--- config.mk ---
export PLATFORM = sky130hd
export DESIGN_NAME = instr_mem_fetch
export DESIGN_NICKNAME = d
export VERILOG_FILES = /design/src/rtl/instr_mem_fetch.sv
export SDC_FILE = /design/constraint.sdc
export NUM_CORES = 2
export LEC_CHECK = 0
export CELL_PAD_IN_SITES_DETAIL_PLACEMENT = 1
export CELL_PAD_IN_SITES_GLOBAL_PLACEMENT = 1
export CORE_MARGIN = 2
export CORE_UTILIZATION = 40
export DETAILED_ROUTE_END_ITERATION = 16
export MAX_ROUTING_LAYER = met4
export PLACE_DENSITY = 0.57
export SLEW_MARGIN = 20
export SYNTH_ARGS = -nofsm -noshare
export SYNTH_HDL_FRONTEND = slang
export SYNTH_SLANG_ARGS = --single-unit
--- constraint.sdc ---
create_clock -name clk -period 5.34 [get_ports clk]
set_clock_uncertainty 0.1 [all_clocks]
set_input_delay 1.068 -clock clk [delete_from_list [all_inputs] [get_ports clk]]
set_output_delay 1.068 -clock clk [all_outputs]
set_load 0.005 [all_outputs]
--- src/rtl/instr_mem_fetch.sv ---
// rtl/instr_mem_fetch.sv - clocked instruction memory with program-load phase, one-cycle fetch, stall hold and fault reporting
module instr_mem_fetch #(
   parameter int          DEPTH     = 128,
   parameter int          AW        = 32,
   parameter logic [31:0] HALT_WORD = 32'hFC000000
) (
   input  logic          clk,
   input  logic          rst_n,
   input  logic          prog_we,
   input  logic [AW-1:0] prog_addr,
   input  logic [31:0]   prog_data,
   input  logic          prog_done,
   input  logic          fetch_req,
   input  logic [AW-1:0] fetch_addr,
   input  logic          stall,
   output logic [31:0]   instru,
   output logic [5:0]    ctr,
   output logic [5:0]    funcode,
   output logic [AW-1:0] fetch_pc,
   output logic          valid,
   output logic          fault,
   output logic          running
);

   localparam int            IW    = $clog2(DEPTH);
   localparam logic [AW-3:0] LIMIT = (AW-2)'(DEPTH);

   typedef enum logic {
      ST_LOAD = 1'b0,
      ST_RUN  = 1'b1
   } state_t;

   state_t        state_q, state_d;
   logic [31:0]   instru_q, instru_d;
   logic [AW-1:0] fetch_pc_q, fetch_pc_d;
   logic          valid_q, valid_d;
   logic          fault_q, fault_d;

   // Words are stored XOR HALT_WORD so that all-zero power-up storage reads back as HALT_WORD.
   logic [31:0]   mem_q [DEPTH];

   logic          prog_legal;
   logic          fetch_legal;
   logic          mem_we;
   logic [IW-1:0] prog_idx;
   logic [IW-1:0] fetch_idx;
   logic [31:0]   rd_word;

   // Indices are compared in full width so high addresses never alias onto low words.
   function automatic logic addr_legal(input logic [AW-1:0] a);
      return (a[1:0] == 2'b00) && (a[AW-1:2] < LIMIT);
   endfunction

   always_comb begin
      prog_legal  = addr_legal(prog_addr);
      fetch_legal = addr_legal(fetch_addr);
      prog_idx    = prog_addr[IW+1:2];
      fetch_idx   = fetch_addr[IW+1:2];
      rd_word     = mem_q[fetch_idx] ^ HALT_WORD;
      mem_we      = rst_n && (state_q == ST_LOAD) && prog_we && prog_legal;
   end

   always_comb begin
      state_d    = state_q;
      instru_d   = instru_q;
      fetch_pc_d = fetch_pc_q;
      valid_d    = valid_q;
      fault_d    = fault_q;

      case (state_q)
         ST_LOAD: begin
            if (prog_done) begin
               state_d = ST_RUN;
            end
         end
         ST_RUN: begin
            if (!stall) begin
               if (fetch_req) begin
                  fetch_pc_d = fetch_addr;
                  if (fetch_legal) begin
                     instru_d = rd_word;
                     valid_d  = 1'b1;
                     fault_d  = 1'b0;
                  end else begin
                     instru_d = HALT_WORD;
                     valid_d  = 1'b0;
                     fault_d  = 1'b1;
                  end
               end else begin
                  instru_d = HALT_WORD;
                  valid_d  = 1'b0;
                  fault_d  = 1'b0;
               end
            end
         end
         default: begin
            state_d = ST_LOAD;
         end
      endcase
   end

   always_ff @(posedge clk) begin
      if (!rst_n) begin
         state_q    <= ST_LOAD;
         instru_q   <= HALT_WORD;
         fetch_pc_q <= '0;
         valid_q    <= 1'b0;
         fault_q    <= 1'b0;
      end else begin
         state_q    <= state_d;
         instru_q   <= instru_d;
         fetch_pc_q <= fetch_pc_d;
         valid_q    <= valid_d;
         fault_q    <= fault_d;
      end
   end

   // Program storage has no reset so a loaded program survives rst_n.
   always_ff @(posedge clk) begin
      if (mem_we) begin
         mem_q[prog_idx] <= prog_data ^ HALT_WORD;
      end
   end

   assign instru   = instru_q;
   assign ctr      = instru_q[31:26];
   assign funcode  = instru_q[5:0];
   assign fetch_pc = fetch_pc_q;
   assign valid    = valid_q;
   assign fault    = fault_q;
   assign running  = (state_q == ST_RUN);

endmodule

==> metrics.log <==
INFO  metric critical_path.max_fanout = 58
INFO  metric slew_headroom = 0.201
INFO  metric cp_data_required_time = 6.06 ns
INFO  metric final_standard_cell_count_with_taps_included_and_fillers_excluded = between 10000 and 15000
INFO  metric cts-root-to-sink-buffers = 4
INFO  metric cell_type_with_the_highest_aggregate_area_in_the_netlist = edfxtp_1
INFO  metric postRouteAntennaNets = 0
INFO  metric cts.reportedPaths.clkPinSlew = roughly 0.060 ns
INFO  metric power.leakage = between 50 and 60 nW
INFO  metric synthArstFlopShare = 0
INFO  metric period_share = 0.749
INFO  metric netlist.area_leader.share = 0.772
INFO  metric ys_types = 80
INFO  metric holdCritPathClass = flop to flop
INFO  metric floorplan.core_area = ~0.4 mm²
INFO  metric grt_util_all_layers = 0.259
INFO  metric placement_rows = roughly 230
INFO  metric tritoncts.num_buffers = 433
INFO  metric synth_edf_count = roughly 4100
INFO  metric tritoncts_clock_tree = done
INFO  metric synth_top_cells_by_area = edfxtp_1 (77%), mux4_2 (11%), mux2i_1 (2.9%)
INFO  metric design.final.nets = approximately 8300
INFO  metric ys_seq_elements = ~4200
INFO  metric grt_most_used_layer = met2
INFO  metric timing_worst_slew_pin_value = between 1 and 1.5 ns
INFO  metric worst_ep_arrival_time = 4.72 ns
INFO  metric floorplan.initialDensity = 0.402
INFO  metric synth.cells.most_frequent = edfxtp_1 (4096), mux4_2 (780), mux2i_1 (463)
INFO  metric timing.final.crit_period = 4.00 ns
INFO  metric drc = 0
INFO  metric synthesis.nets = approximately 7500
INFO  metric regArea = 0.124 mm²
INFO  metric groute.layer.met3.usage = 0.0289
INFO  metric count_of_mapped_cells_out_of_synthesis = between 7000 and 8000
INFO  metric finalHoldViolations = 0
INFO  metric placed_cells = approximately 13000
INFO  metric final_layout_size_suffix_gt1_frac = 0.259
INFO  metric die_span_x = approximately 640 µm
INFO  metric top_level_ports = about 180
INFO  metric finalMaxSlewViolations = 0
INFO  metric route.detailed.vias_per_inst = approximately 5.9
INFO  metric die_h = around 640 µm
INFO  metric synth_area = about 0.16 mm²
INFO  metric timing.setup.critical_path_class = input pin to flop
INFO  metric cts-htree-levels = 5
INFO  metric dpl_cell_area = about 0.17 mm²
INFO  metric endpoint_kind = flop
INFO  metric dp_hpwl = approximately 330000 µm
INFO  metric area_of_the_die = ~0.40 mm²
INFO  metric cts_setup_buffers = 0
INFO  metric routabilityCongestion = about 0.9
INFO  metric synth_sequential_area_ratio = 0.781
INFO  metric antenna_found_initial = 45
INFO  metric crit_path_start_kind = input pin
INFO  metric p_per_area = approximately 370 mW/mm²
INFO  metric clkLatencyLatePin = 1.00 ns
INFO  metric max_cap_viol = 0
INFO  metric clock_tree.root_cell = clkbuf_16
INFO  metric final-setup-viol-count = 0
INFO  metric library_cell_with_the_highest_instance_count_after_synthesis = edfxtp_1
INFO  metric synthFlopType = edfxtp_1
INFO  metric syn2layout_area_growth = 16.8%
INFO  metric grt.met1_usage = 0.344
INFO  metric yosysWarnings = 0
INFO  metric grt_start_max_net_pins = between 100 and 150
INFO  metric filler_cell_count = between 30000 and 40000
INFO  metric rsz_0062_raised_after_global_routing = no
INFO  metric syn_avg_cell_area = 21.5 µm²
INFO  metric routedWlPerCell = between 30 and 40 µm
INFO  metric stdcell_area = between 0.15 and 0.2 mm²
INFO  metric postCtsResizedCells = 0
INFO  metric number_of_global_route_vias_before_repair = between 80000 and 90000
INFO  metric global_route_wire_length_before_repair = slightly above 700000 µm
INFO  metric totalPowerFinal = a little under 70 mW
INFO  metric outcome = finished clean
INFO  metric vdd_drop_max = 0.319 mV
INFO  metric dr_pass1_iterations = 5
INFO  metric postRouteWirelength = ~500000 µm
INFO  metric clock-sinks = 4163
INFO  metric first_iter_violations = between 10000 and 15000
INFO  metric fmax = 250 MHz
INFO  metric area_used_by_multi_input_combinational_logic = ~0.033 mm²
INFO  metric gr-usage-met2 = 0.418
INFO  metric grt_overflow = 0
INFO  metric place.port_buffers = 180
INFO  metric postCtsHoldBufs = 0
INFO  metric vias = a little over 80000
-- routing by layer --
layer	wire length (µm)	vias up
met2	253000	3146
met3	31400	683
li1	-	32900
met4	19300	0
met1	209000	45100
met5	0	-
-- power by group --
| group | switching, mW | leakage (nW) | internal (mW) |
|---|---|---|---|
| Clock | 12.8 | 6.71 | 16.8 |
| Combinational | 2.39 | 14.5 | 1.14 |
| Sequential | 0.00519 | 37.3 | 35.9 |
| Total | 15.2 | 58.6 | 53.8 |
-- metrics by stage --
| stage | hold WS, ns | setup WS [ns] | utilization | setup TNS [ns] |
|---|---|---|---|---|
| 2_1_floorplan | 0.353 | 1.14 | - | 0 |
| 3_3_place_gp | 0.343 | -0.648 | 0.434 | -1.69 |
| 3_5_place_dp | 0.352 | 0.286 | 0.435 | 0 |
| 4_1_cts | 0.354 | 1.34 | 0.469 | 0 |
| 5_1_grt | 0.380 | 1.34 | 0.470 | 0 |
| 6_report | 0.360 | 1.34 | 0.470 | 0 |
-- flip-flops by register name, indices dropped and copies added (netlist names) --
register and count:
mem_q 4096, fetch_pc 32, instru 32, fault 1, running 1, valid 1
-- cell type report --
class	instances	share of cell area
multi-input combinational	2804	0.179
clock inverter	241	0.0114
inverter	18	0.000450
timing repair buffer	748	0.0433
antenna	18	0.000242
tap	5242	0.0352
sequential	4163	0.668
clock buffer	556	0.0625
-- critical path, stage by stage --
cell       delay, ns
buf_16          0.37
buf_12          0.25
buf_12          0.28
buf_4           0.29
mux4_2          0.54
o22ai_1         0.22
a2111oi_1       0.16
o41ai_1         1.04
a21oi_1         0.20
-- cells in the final DEF, fill, tap and decap left out, types with 25 or more instances in the layout --
cell type,instances
clkinv_1,93
bufinv_16,30
clkinv_2,76
nor3_1,54
a21oi_1,101
edfxtp_1,4096
nor2_4,129
buf_12,161
clkbuf_1,96
nand2_1,175
a41oi_1,25
dfxtp_1,67
o22ai_1,188
clkbuf_16,439
a211oi_1,31
a221oi_1,83
nor2_1,133
o21ai_0,61
nor4_1,27
buf_4,434
mux2i_1,463
nand3_1,42
clkdlybuf4s50_1,147
mux4_2,780
a22oi_1,157
o211ai_1,31
-- logic make-up (layout without fill, tap and decap cells) --
logic type,count (synthesis),in the layout,synth area share
AO/OA/AOI/OAI,822,822,0.0364
buffers and inverters,452,1563,0.0181
other,0,18,0
multiplexers,1289,1289,0.145
AND/OR/NAND/NOR,693,693,0.0202
flip-flops,4163,4163,0.781
-- worst paths after layout --
| kind | depth (start not counted) | slack (ns) | end | start |
|---|---|---|---|---|
| hold reg to reg | 2 | 0.36 | fetch_pc[27] | fetch_pc[27] |
| setup reg to reg | 8 | 1.95 | mem_q[58][24] | running |
| setup / recovery | 9 | 1.34 | instru[2] | fetch_addr[3] |
| hold / removal | 2 | 0.36 | fetch_pc[27] | fetch_pc[27] |
Power figures use the tool's default switching activity.
